<file path="src/rtl/ldst_pkg.sv">
// Shared definitions for the load/store sequencer: state encoding,
// operation codes and default datapath widths.
package ldst_pkg;

  localparam int ADDR_W_DEF = 5;
  localparam int OFF_W_DEF  = 4;
  localparam int CNT_W_DEF  = 8;

  localparam logic OP_LOAD  = 1'b0;
  localparam logic OP_STORE = 1'b1;

  typedef enum logic [2:0] {
    IDLE = 3'd0,
    CALC = 3'd1,
    MEM  = 3'd2,
    WB   = 3'd3,
    DONE = 3'd4
  } state_t;

endpackage

</file>
<file path="src/rtl/controle_ldst_contador.sv">
// Completed-operation counter: wraps modulo 2^CNT_W, synchronous
// active-low clear, advances only when inc is high.
module contador_ops #(
  parameter int CNT_W = 8
) (
  input  logic             clk,
  input  logic             rst_n,
  input  logic             inc,
  output logic [CNT_W-1:0] count
);

  always_ff @(posedge clk) begin
    if (!rst_n) begin
      count <= '0;
    end else if (inc) begin
      count <= count + CNT_W'(1);
    end
  end

endmodule

</file>
<file path="src/rtl/controle_ldst.sv">
// Load/store sequencer: computes base+offs on the external adder, then moves
// one word memory->register (load) or register->memory (store).
module controle_ldst
  import ldst_pkg::*;
#(
  parameter int ADDR_W = ADDR_W_DEF,
  parameter int OFF_W  = OFF_W_DEF,
  parameter int CNT_W  = CNT_W_DEF
) (
  input  logic              clk,
  input  logic              rst_n,
  input  logic              start,
  input  logic              op,
  input  logic [OFF_W-1:0]  base,
  input  logic [OFF_W-1:0]  offs,
  input  logic [ADDR_W-1:0] reg_idx,
  output logic              busy,
  output logic              done,
  output logic [CNT_W-1:0]  op_count,
  output logic [OFF_W-1:0]  add_a,
  output logic [OFF_W-1:0]  add_b,
  input  logic [ADDR_W-1:0] add_soma,
  output logic              reg_we,
  output logic [ADDR_W-1:0] reg_rw,
  output logic [ADDR_W-1:0] reg_ra,
  output logic [ADDR_W-1:0] reg_rb,
  output logic              mem_we,
  output logic [ADDR_W-1:0] mem_ads
);

  state_t              state;
  state_t              next_state;
  logic                op_q;
  logic [OFF_W-1:0]    base_q;
  logic [OFF_W-1:0]    offs_q;
  logic [ADDR_W-1:0]   reg_idx_q;
  logic [ADDR_W-1:0]   addr_q;
  logic                count_inc;

  always_ff @(posedge clk) begin
    if (!rst_n) begin
      state     <= IDLE;
      op_q      <= OP_LOAD;
      base_q    <= '0;
      offs_q    <= '0;
      reg_idx_q <= '0;
      addr_q    <= '0;
    end else begin
      state <= next_state;
      if (state == IDLE && start) begin
        op_q      <= op;
        base_q    <= base;
        offs_q    <= offs;
        reg_idx_q <= reg_idx;
      end
      if (state == CALC) begin
        addr_q <= add_soma;
      end
    end
  end

  // Write enables are also gated by rst_n so a reset edge never commits a write.
  always_comb begin
    next_state = state;
    busy       = 1'b1;
    done       = 1'b0;
    add_a      = '0;
    add_b      = '0;
    reg_we     = 1'b0;
    reg_rw     = '0;
    reg_ra     = '0;
    mem_we     = 1'b0;
    mem_ads    = '0;
    unique case (state)
      IDLE: begin
        busy = 1'b0;
        if (start) begin
          next_state = CALC;
        end
      end
      CALC: begin
        add_a      = base_q;
        add_b      = offs_q;
        next_state = MEM;
      end
      MEM: begin
        mem_ads = addr_q;
        reg_ra  = reg_idx_q;
        if (op_q == OP_STORE) begin
          mem_we     = rst_n;
          next_state = DONE;
        end else begin
          next_state = WB;
        end
      end
      WB: begin
        mem_ads    = addr_q;
        reg_we     = rst_n;
        reg_rw     = reg_idx_q;
        next_state = DONE;
      end
      DONE: begin
        done       = 1'b1;
        next_state = IDLE;
      end
      default: begin
        busy       = 1'b0;
        next_state = IDLE;
      end
    endcase
  end

  assign reg_rb    = '0;
  assign count_inc = (state == DONE);

  contador_ops #(
    .CNT_W (CNT_W)
  ) u_contador (
    .clk   (clk),
    .rst_n (rst_n),
    .inc   (count_inc),
    .count (op_count)
  );

endmodule

</file>
<file path="config.mk">
export PLATFORM = sky130hd
export DESIGN_NAME = controle_ldst
export DESIGN_NICKNAME = d
export VERILOG_FILES = /design/src/rtl/ldst_pkg.sv /design/src/rtl/controle_ldst_contador.sv /design/src/rtl/controle_ldst.sv
export SDC_FILE = /design/constraint.sdc
export NUM_CORES = 1
export LEC_CHECK = 0
export ABC_AREA = 1
export BUFFER_PORTS_ARGS = -buffer_cell sky130_fd_sc_hd__buf_2
export CORE_ASPECT_RATIO = 0.6
export CORE_UTILIZATION = 54
export CTS_BUF_LIST = sky130_fd_sc_hd__clkbuf_8
export CTS_CLUSTER_SIZE = 12
export DETAILED_ROUTE_END_ITERATION = 8
export PLACE_DENSITY_LB_ADDON = 0.1
export SYNTH_ARGS = -nofsm -noshare
export SYNTH_HDL_FRONTEND = slang
export SYNTH_HIERARCHICAL = 1
export SYNTH_SLANG_ARGS = --single-unit
</file>
<file path="constraint.sdc">
create_clock -name clk -period 3.55 [get_ports clk]
set_input_delay 0 -clock clk [delete_from_list [all_inputs] [get_ports clk]]
set_output_delay 0 -clock clk [all_outputs]
set_load 0.01 [all_outputs]
</file>
After elaboration in Yosys (flattened, before gate mapping):

Cells that the tools add are included.

* register bits: 30
* bits in latches: 0
* bits in writable memories: 0
* bits in read-only memories: 0
* output and inout bits: 40
* word-level logic and storage cells: 30
* memories kept: 0

* add/sub/neg operators: 1
* multiply operators: 0
* div/mod/pow operators: 0
* magnitude comparators: 0
* eq/ne operators: 5
* shift-type cells: 0
* mux-type cells: 13
* bitwise operators: 0
* reduce and logical (&&, ||, !) cells: 4

Operators by type and width (count)
* 2-to-1 mux 5 bit: 3
* one-hot mux 3 bit (4 select lines): 1
* adder 8 x 1 -> 8 bit (second input constant): 1
* 2-to-1 mux 4 bit: 2
* == test 3 x 2 -> 1 bit (second input constant): 2
* 2-to-1 mux 3 bit: 2
* 2-to-1 mux 1 bit: 5
* OR reduction 4 bit: 1
* == test 3 x 1 -> 1 bit (second input constant): 1
* == test 3 bit (second input constant): 1
* logical NOT 3 bit: 1
* inequality test 2 bit (second input constant): 1
* OR reduction 2 bit: 1
* logical AND 1 bit: 1

Depth between registers and ports, before layout:

Gate-level depths: netlist (run 1).

* depth after elaboration: 3
* depth in mapped cells: 10

Hierarchy:

The synthesis (run 1) kept the hierarchy.

Modules (own cells, without submodules)
* controle_ldst: instances 1, cells an instance 207, area an instance 1248.7 µm²
* contador_ops: instances 1, cells an instance 48, area an instance 349.1 µm²

Least setup slack after synthesis (run 1):

No wires, ideal clock.

* path type: flip-flop to flip-flop
* start point: register state[0]
* end point: register u_contador.count[6]
* setup time: 0.115 ns
* data arrival time: 1.448 ns
* path slack: 1.987 ns
* cell stages (with the launch flop): 10
* buffers on the path: 1
* cell sequence: dfxtp_1 nor2_8 buf_2 nand2_1 inv_1 nand3_1 nor2_1 nand3_1 nand2_1 nor2_1

* cells in the longest elaborated chain, start to end: 1

Ends and longest elaborated chain
* from (decl): line controle_ldst.sv:31 `state_t state;`
* from (signal assigned): line controle_ldst.sv:49 `state <= next_state;`
* == test 3 bit: line controle_ldst.sv:114 `assign count_inc = (state == DONE);`
* to (signal assigned): line controle_ldst_contador.sv:16 `count <= count + CNT_W'(1);`
* to (decl): line controle_ldst_contador.sv:9 `output logic [CNT_W-1:0] count`

No other way between the ends.
A chain may end at the register's enable or synchronous reset.

Final worst setup path (run 1):

* start point: register state[2]
* end point: output add_b[0]

* cells in the longest elaborated chain, start to end: 2

Ends and longest elaborated chain
* == test 3 x 1 -> 1 bit: line controle_ldst.sv:74 `unique case (state)`
* 2-to-1 mux 4 bit: line controle_ldst.sv:74
* to (decl): line controle_ldst.sv:21 `output logic [OFF_W-1:0] add_b,`

No other way between the ends.

==> impl_metrics.csv, run 1 <==
group,metric,value,unit
timing,finalSetupViolations,0,
floorplanning,start_util,60.4,%
finish,final_cells,354,
routing,ant_nets,0,
setup_path,critPathLaunchType,"flop",
floorplanning,die_y,44.1,µm
floorplanning,die_width,72.2,µm
synthesis,yosysWarnings,6,
setup_path,slowest_stage,"nand3_1",
routing,drt_iter0_drc,88,
timing,fmax,522,MHz
setup_path,max_stage_delay,0.62,ns
global_route,grt_pass1_vias,1201,
timing,fin_crit_sh,54.0,%
finish,drive_gt1_share,22.0,%
finish,fillerInstances,240,
timing,post-route-min-period,1.92,ns
timing,worst_slew_pin_slew,0.778,ns
routing,dr.pass1.iters,4,
synthesis,synth_area,1600,µm²
setup_path,path_cells,"inv_2 -> nand3_1 -> nor2_1 -> buf_2",
clocking,cts_tree,"done",
synthesis,avgSynthCellArea,6.27,µm²
clocking,htree_levels,2,
clocking,cts_resized,0,
setup_path,required,3.55,ns
timing,fin_worst_skew,0.00646,ns
timing,slew_viol_final,0,
synthesis,synth-seq-cells,30,
clocking,clk_pin_slew,0.06,ns
global_route,grt_overflow,0,
clocking,cts_root_buffer,"clkbuf_8",
floorplanning,num_io_pins,62,
setup_path,critPathMaxFanout,20,
synthesis,synthCells,255,
finish,regArea,601,µm²
power_and_ir_drop,p_per_area,486,nW/µm²
routing,vias,1609,
clocking,cts_buffers,5,
finish,multiInputGateArea,704,µm²
clocking,cts_setup_buffers,0,
finish,nets,336,
power_and_ir_drop,power_leakage,1.19,nW
setup_path,critPathKind,"reg -> out",
timing,tns,0,ns
global_route,grt_util_all_layers,22.4,%
routing,via_per_inst,4.55,
routing,wl_per_cell,9.44,µm
timing,hold_viol,0,
clocking,worstSkewPairLatency,0.28,ns
finish,area_delta_synth_final,25.1,%
timing,maxSlewHeadroom,48.0,%
clocking,cts_buffer_depth,2,
synthesis,synthDistinctLibCells,23,
setup_path,cp-end-kind,"output pin",
flow_run,max-cap-violations,0,
floorplanning,die_area,3190,µm²
clocking,clkSinkCount,30,
worst_hold_path,hp-class,"in -> reg",
floorplanning,rows,14,
routing,wl,3.34,mm
placed_design,detailedPlacementHpwl,2.34,mm
routing,drcViolationCount,0,
floorplanning,core,2650,µm²
placed_design,placedCellCount,341,
setup_path,cp.arrival,1.92,ns
power_and_ir_drop,p_total,0.971,mW
global_route,grt_first_pass_wirelength,5.28,mm
timing,rsz0062_at_grt,"false",
run_status,outcome,"complete, no violations",
synthesis,synth-seq-area-share,37.6,%
placed_design,io_buffers,56,
finish,antennaDiodeCount,0,
global_route,antenna_found_initial,0,
global_route,grt_max_degree,30,
placed_design,gp_congestion,0.820,
setup_path,rrSetupSlack,1.88,ns
power_and_ir_drop,ir_drop,0.318,mV
[flip-flops by register name (all words and copies together) (netlist names)]
| signal | cells |
|---|---|
| addr_q | 5 |
| base_q | 4 |
| offs_q | 4 |
| op_q | 1 |
| reg_idx_q | 5 |
| state | 3 |
| u_contador/count | 8 |
[placed cells by master, fill, tap and decap left out]
cell type,instances
inv_1,59
nor2_1,57
buf_2,56
nand2_1,51
dfxtp_1,30
nand4_1,15
nand3_1,8
a21oi_1,8
clkbuf_8,6
conb_1,5
dlygate4sd3_1,5
o21ai_0,4
nand2_2,2
inv_2,1
nor2_8,1
nor3_1,1
nand3_4,1
a211oi_1,1
clkinv_2,1
nor2_4,1
ha_1,1
[path summary, 6_finish.rpt]
path | startpoint | end | cells past startpoint
worst max-delay path | state[2] | add_b[0] | 4
worst min-delay path | base[3] | base_q[3] | 5
worst max register to register | state[2] | addr_q[1] | 4
worst min register to register | u_contador/count[3] | u_contador/count[3] | 1
[area by class of cell]
| type | count | area share (%) |
|---|---|---|
| Multi-Input combinational cell | 156 | 35.3 |
| Sequential cell | 30 | 30.1 |
| Timing Repair Buffer | 61 | 16.5 |
| Inverter | 59 | 11.1 |
| Clock buffer | 6 | 4.13 |
| Tap cell | 40 | 2.50 |
| Clock inverter | 2 | 0.438 |
[critical path: cells and delay by family (launching register included)]
family	cells	cell delay, ns
and+or+nand+nor	2	0.89
DFF	1	0.33
buffers and inverters	2	0.41
[where the power goes]
part	total [mW]	switching [mW]	internal, mW	leakage (nW)
clock network	0.275	0.122	0.153	0.0524
registers	0.407	0.0218	0.385	0.246
logic	0.289	0.190	0.0992	0.890
[through the flow]
stage / worst slack (ns) / instance area (µm²) / util [%] / hold slack, ns
floorplan: 1.99 / 1610 / - / 0.121
finish: 1.63 / 2000 / 75.5 / 0.0464
CTS: 1.62 / 2000 / 75.5 / 0.0412
global placement: 1.96 / 1860 / 70.2 / 0.221
detailed placement: 1.91 / 1860 / 70.2 / 0.228
global route: 1.48 / 2000 / 75.5 / 0.0642
[cell usage after synthesis]
cell type  instances  area share, %
inv_1             58             14
nor2_1            57             13
nand2_1           51             12
dfxtp_1           30             38
nand4_1           15            5.9
a21oi_1            8            2.5
nand3_1            8            2.5
buf_2              5            1.6
buf_4              5            2.3
o21ai_0            4            1.3
nand2_2            2           0.78
a211oi_1           1           0.47
buf_1              1           0.23
buf_6              1           0.70
clkbuf_1           1           0.23
clkbuf_2           1           0.31
conb_1             1           0.23
ha_1               1           0.78
inv_2              1           0.23
nand3_4            1            1.1
nor2_4             1           0.70
nor2_8             1            1.3
nor3_1             1           0.31
[per-layer routing]
metal  routed length (µm)  track usage (%)  vias up
met3                  273             6.15        5
met1                 1620             31.0      677
met4                   35             10.6        0
li1                     -                -      866
met2                 1410             32.5       61
met5                    0                0        -
[repair_timing]
action / 4_1_cts / 5_1_grt
setup endpoints to repair: 0 / 0
hold endpoints to repair: 5 / 0
hold buffers: 5 / 0
[logic make-up (layout without fill, tap and decap cells)]
kind of cell	after synthesis	count (layout)	synth area share (%)
AOI/OAI and AO/OA	13	13	4.23
adders and majority gates	1	1	0.783
buffers and inverters	73	128	19.3
DFF	30	30	37.6
other	1	5	0.235
and+or+nand+nor	137	137	37.9
No activity file was read; power rests on OpenSTA's default activity.
==> inputs of run 2 (changes only) <==
--- a/config.mk
+++ b/config.mk
@@ -8,7 +8,7 @@
 export ABC_AREA = 1
 export BUFFER_PORTS_ARGS = -buffer_cell sky130_fd_sc_hd__buf_2
 export CORE_ASPECT_RATIO = 0.6
-export CORE_UTILIZATION = 54
+export CORE_UTILIZATION = 50
 export CTS_BUF_LIST = sky130_fd_sc_hd__clkbuf_8
 export CTS_CLUSTER_SIZE = 12
 export DETAILED_ROUTE_END_ITERATION = 8
==> constraint.sdc (replaced) <==
create_clock -name clk -period 1.9 [get_ports clk]
set_input_delay 0 -clock clk [delete_from_list [all_inputs] [get_ports clk]]
set_output_delay 0 -clock clk [all_outputs]
set_load 0.01 [all_outputs]
==> run 2 against run 1 <==
Net effect: design area is 1.2% higher; combinational power grew 97%; clock power up 80%; critical path type unchanged; die area rose by 7.7%; via count did not move; highest routed layer unchanged; largest power group unchanged; register-to-register slack got worse by 1.4 ns.
==> impl_metrics.csv, run 2 (same netlist as run 1, synthesis figures left out) <==
group,metric,value,unit
routing,dr_wl_met2,1.50,mm
finish,drive_gt1_share,22.8,%
setup_path,critPathMaxFanout,13,
timing,fmax,627,MHz
finish,regMostFlops,"u_contador/count",
setup_path,cp.buffers_inverters,2,
finish,antennaDiodeCount,0,
timing,rsz0062_at_grt,"false",
setup_path,r2r-start,"state[0]",
worst_hold_path,hold_end,"offs_q[3]",
clocking,cts_buffer_depth,2,
routing,drt_iter0_drc,59,
worst_hold_path,hold_path.startpoint,"offs[3]",
routing,drcViolationCount,0,
floorplanning,die_area,3430,µm²
routing,drt-met1-wl,1.77,mm
power_and_ir_drop,p_per_area,903,nW/µm²
timing,tns,0,ns
floorplanning,num_io_pins,62,
run_status,outcome,"complete, no violations",
flow_run,max-cap-violations,0,
routing,wl_per_cell,9.93,µm
timing,finalSetupViolations,0,
placed_design,io_buffers,56,
setup_path,reg2reg_to,"u_contador/count[6]",
routing,ant_nets,0,
clocking,clkSinkCount,30,
timing,post-route-min-period,1.59,ns
setup_path,path_cells,"nand3_1 -> buf_4 -> nor2_1 -> buf_2",
worst_hold_path,hp-class,"in -> reg",
power_and_ir_drop,power_leakage,1.20,nW
finish,final_common_cell,"inv_1",
timing,fin_worst_skew,0.00206,ns
clocking,clk_pin_slew,0.06,ns
setup_path,cp.arrival,1.59,ns
finish,nets,340,
global_route,grt_pass1_vias,1311,
timing,hold_viol,0,
placed_design,dp_slack,0.504,ns
timing,setup_ws,0.306,ns
clocking,cts_root_buffer,"clkbuf_8",
global_route,antenna_found_initial,0,
setup_path,r2r_cells,8,
setup_path,cp-end-kind,"output pin",
global_route,grt_first_pass_wirelength,5.71,mm
floorplanning,rows,15,
global_route,grt_overflow,0,
setup_path,slowest_stage,"dfxtp_1",
clocking,cts_buffers,5,
setup_path,critical_path.top_delay_family,"flip-flops",
power_and_ir_drop,ir_drop,0.533,mV
floorplanning,start_util,54.2,%
setup_path,required,1.90,ns
setup_path,cp.depth,4,
placed_design,gp_congestion,0.774,
finish,largest_register_ffs,8,
clocking,htree_levels,2,
worst_hold_path,whs_path_depth,5,
routing,wl,3.56,mm
floorplanning,die_width,75.0,µm
setup_path,rrSetupSlack,0.49,ns
timing,fin_crit_sh,83.9,%
global_route,grt_max_degree,19,
finish,layout_common_cells,"inv_1, nor2_1, buf_2, nand2_1, dfxtp_1",
placed_design,detailedPlacementHpwl,2.52,mm
setup_path,critPathKind,"reg -> out",
floorplanning,die_y,45.8,µm
clocking,cts_tree,"done",
routing,vias,1609,
floorplanning,core,2950,µm²
clocking,cts_resized,0,
routing,dr_wl_met3,227,µm
clocking,worstSkewPairLatency,0.27,ns
routing,dr.pass1.iters,4,
routing,via_per_inst,4.49,
finish,area_delta_synth_final,26.5,%
global_route,grt_util_all_layers,23.0,%
finish,top_regs,"u_contador/count: 8 flops, addr_q: 5 flops, reg_idx_q: 5 flops",
setup_path,critPathLaunchType,"flop",
routing,top_layer,"met4",
setup_path,max_stage_delay,0.47,ns
timing,slew_viol_final,0,
## run 2: routing by layer
metal,GRT usage [%],vias up
met5,0,-
met4,8.68,0
met3,9.07,7
met2,34.8,45
met1,29.8,688
li1,-,869
## run 2: timing repair
item | in CTS | in global routing
hold buffers | 5 | 0
hold endpoints to repair | 5 | 0
setup buffers | 0 | 0
## run 2: area by class of cell
class / count / area, µm²
Fill cell: 281 / 925
Inverter: 59 / 221
Tap cell: 42 / 52.6
Timing Repair Buffer: 65 / 360
Multi-Input combinational cell: 156 / 704
Clock buffer: 6 / 82.6
Sequential cell: 30 / 601
## run 2: worst max path at each step
stage              from  slack [ns]             endpoint
2_1_floorplan  state[0]        0.34  u_contador/count[6]
3_3_place_gp   state[0]        0.59  u_contador/count[6]
3_5_place_dp   state[0]        0.50  u_contador/count[6]
4_1_cts        state[0]        0.30             add_b[3]
5_1_grt        state[0]        0.21             add_a[3]
6_report       state[0]        0.31             add_b[3]
## run 2: tightest hold or removal path: stages
cell and delay, ns:
buf_2 0.08, inv_1 0.03, nand4_1 0.07, nand2_1 0.05, nor2_1 0.06
## run 2: per-stage QoR
stage                     hold WS [ns]  area [µm²]  power (mW)  util (%)  instances
after floorplan                  0.121        1610        1.20         -        259
final                           0.0404        2020        1.83      68.6        358
after global routing            0.0827        2020        1.97      68.6        358
after CTS                       0.0431        2020        1.84      68.6        358
after detailed placement         0.227        1890        1.33      64.1        347
after global placement           0.227        1890        1.32      64.1        347
## run 2: report_power, final
| group | total [mW] | leakage [nW] | internal (mW) | switching [mW] |
|---|---|---|---|---|
| Combinational | 0.568 | 0.908 | 0.203 | 0.365 |
| Sequential | 0.762 | 0.246 | 0.720 | 0.0423 |
| Clock | 0.496 | 0.0431 | 0.279 | 0.218 |
==> inputs of run 3 (changes only) <==
==> constraint.sdc (replaced) <==
create_clock -name clk -period 1.5 [get_ports clk]
set_input_delay 0 -clock clk [delete_from_list [all_inputs] [get_ports clk]]
set_output_delay 0 -clock clk [all_outputs]
set_load 0.01 [all_outputs]
==> run 3 against run 2 <==
Net effect: sequential power is 27% higher; clock skew is 0.0024 ns higher; clock power is 19% higher; sequential share of layout area hardly changed; worst setup slack worse by 0.17 ns; non-clock buffer count is 1 higher; combinational power is 28% higher; register-to-register slack worse by 0.34 ns; clock-buffer cell count is 1 lower; largest power group unchanged.
==> impl_metrics.csv, run 3 (same netlist as run 1, synthesis figures left out) <==
group,metric,value,unit
power_and_ir_drop,p_per_area,1120,nW/µm²
clocking,clkSinkCount,30,
clocking,htree_levels,2,
power_and_ir_drop,p_int,1.49,mW
global_route,gr-usage-met2,30.8,%
worst_hold_path,hp-class,"in -> reg",
placed_design,dp_slack,0.209,ns
finish,regMostFlops,"u_contador/count",
routing,drt_iter0_drc,78,
floorplanning,rows,15,
placed_design,gp_congestion,0.771,
setup_path,slowest_stage,"dfxtp_2",
finish,antennaDiodeCount,0,
run_status,outcome,"complete, no violations",
global_route,grt_use_met1,29.1,%
finish,regArea,602,µm²
finish,area_delta_synth_final,27.0,%
setup_path,max_stage_delay,0.39,ns
power_and_ir_drop,pwr-share-comb,31.8,%
finish,drive_gt1_share,23.9,%
setup_path,critPathMaxFanout,6,
timing,setup_ws,0.135,ns
worst_hold_path,whs_path_depth,5,
setup_path,cp.arrival,1.37,ns
finish,fillerInstances,255,
setup_path,r2r_cells,8,
power_and_ir_drop,ir_drop,0.611,mV
finish,largest_register_ffs,8,
clocking,cts_buffer_depth,2,
routing,ant_nets,0,
power_and_ir_drop,sequentialPowerShare,42.3,%
finish,layout_common_cells,"inv_1, nor2_1, buf_2, nand2_1, dfxtp_1",
power_and_ir_drop,power_frac_clock,25.9,%
global_route,top_usage_layer,"met2",
timing,fmax,732,MHz
global_route,grt_util_all_layers,21.3,%
floorplanning,die_width,75.0,µm
finish,top_regs,"u_contador/count: 8 flops, addr_q: 5 flops, reg_idx_q: 5 flops",
setup_path,r2r-start,"state[0]",
routing,drcViolationCount,0,
clocking,worstSkewPairLatency,0.28,ns
floorplanning,num_io_pins,62,
floorplanning,die_area,3430,µm²
timing,tns,0,ns
worst_hold_path,hold_end,"base_q[3]",
power_and_ir_drop,power.switching,0.794,mW
setup_path,required,1.50,ns
routing,vias,1599,
floorplanning,start_util,54.2,%
routing,dr.pass1.iters,4,
setup_path,path_cells,"inv_1 -> nor2_2 -> nand2_2 -> nor3_1 -> buf_2",
timing,fin_crit_sh,91.0,%
clocking,cts_tree,"done",
power_and_ir_drop,p_total,2.28,mW
placed_design,io_buffers,56,
setup_path,critPathLaunchType,"flop",
power_and_ir_drop,switching_share,34.8,%
setup_path,cp-end-kind,"output pin",
finish,multiInputGateArea,709,µm²
worst_hold_path,hold_path.startpoint,"base[3]",
timing,slew_viol_final,0,
routing,via_per_inst,4.44,
clocking,cts_root_buffer,"clkbuf_8",
timing,rsz0062_at_grt,"false",
finish,final_common_cell,"inv_1",
global_route,grt_first_pass_wirelength,5.22,mm
timing,fin_worst_skew,0.00441,ns
timing,hold_viol,0,
global_route,grt_max_degree,21,
placed_design,detailedPlacementHpwl,2.39,mm
timing,finalSetupViolations,0,
setup_path,reg2reg_to,"u_contador/count[6]",
setup_path,rrSetupSlack,0.15,ns
clocking,clk_pin_slew,0.06,ns
finish,nets,341,
global_route,antenna_found_initial,0,
global_route,grt_pass1_vias,1227,
floorplanning,die_y,45.8,µm
routing,wl_per_cell,9.49,µm
floorplanning,core,2950,µm²
clocking,cts_buffers,5,
timing,post-route-min-period,1.37,ns
global_route,grt_overflow,0,
power_and_ir_drop,power_leakage,1.20,nW
setup_path,critPathKind,"reg -> out",
routing,wl,3.42,mm
flow_run,max-cap-violations,0,
global_route,grtUsageMet3,6.42,%
-- run 3: changes by cell type in the layout (fill, tap and decap cells not counted) --
cell,before,now
buf_4,4,5
clkbuf_8,6,5
dfxtp_1,30,29
dfxtp_2,0,1
inv_1,58,59
inv_2,1,2
nand2_1,51,50
nand2_2,2,3
nor2_1,57,56
nor2_2,0,1
-- run 3: how the worst max path moves through the flow --
stage / start / end / slack (ns) / cells past startpoint
final: state[1] / mem_we / 0.13 / 5
after global routing: state[0] / u_contador/count[6] / 0.01 / 8
after CTS: state[1] / mem_we / 0.01 / 5
after detailed placement: state[0] / u_contador/count[6] / 0.21 / 8
after global placement: state[0] / u_contador/count[6] / 0.26 / 8
after floorplan: state[0] / u_contador/count[6] / 0.03 / 9
-- run 3: power groups by stage --
stage | clock network, mW | logic [mW] | registers, mW
after floorplan | 0 | 0.541 | 0.974
after global routing | 0.629 | 0.839 | 0.977
final | 0.590 | 0.725 | 0.965
after detailed placement | 0 | 0.709 | 0.979
after global placement | 0 | 0.704 | 0.977
after CTS | 0.598 | 0.724 | 0.962
-- run 3: timing repair --
action,4_1_cts,5_1_grt
hold endpoints to repair,5,0
resized for setup,0,3
buffers inserted,0,0
hold buffers,5,0
setup endpoints to repair,0,12
-- run 3: through the flow --
| step | std cells | utilization, % | cell area (µm²) | hold slack, ns |
|---|---|---|---|---|
| after floorplan | 259 | - | 1610 | 0.121 |
| after global placement | 348 | 64.4 | 1900 | 0.227 |
| after detailed placement | 348 | 64.4 | 1900 | 0.227 |
| after CTS | 360 | 68.7 | 2020 | 0.0341 |
| after global routing | 360 | 68.9 | 2030 | 0.0781 |
| final | 360 | 68.9 | 2030 | 0.0321 |
-- run 3: layout make-up --
| type | instances | area share [%] |
|---|---|---|
| Timing Repair Buffer | 66 | 18.1 |
| Sequential cell | 30 | 29.7 |
| Inverter | 59 | 10.9 |
| Tap cell | 42 | 2.59 |
| Multi-Input combinational cell | 156 | 35.0 |
| Clock buffer | 5 | 3.39 |
| Clock inverter | 2 | 0.370 |
-- run 3: layer usage --
layer  routed length [µm]  part of all wire (%)
met3                  196                   5.7
met1                 1740                    51
met2                 1420                    41
met5                    0                     0
met4                   59                   1.7
-- run 3: critical path: cells and delay by family (launching register included) --
family                 cells  cell delay, ns
AND/OR/NAND/NOR            3            0.45
flip-flops                 1            0.39
buffers and inverters      2            0.24
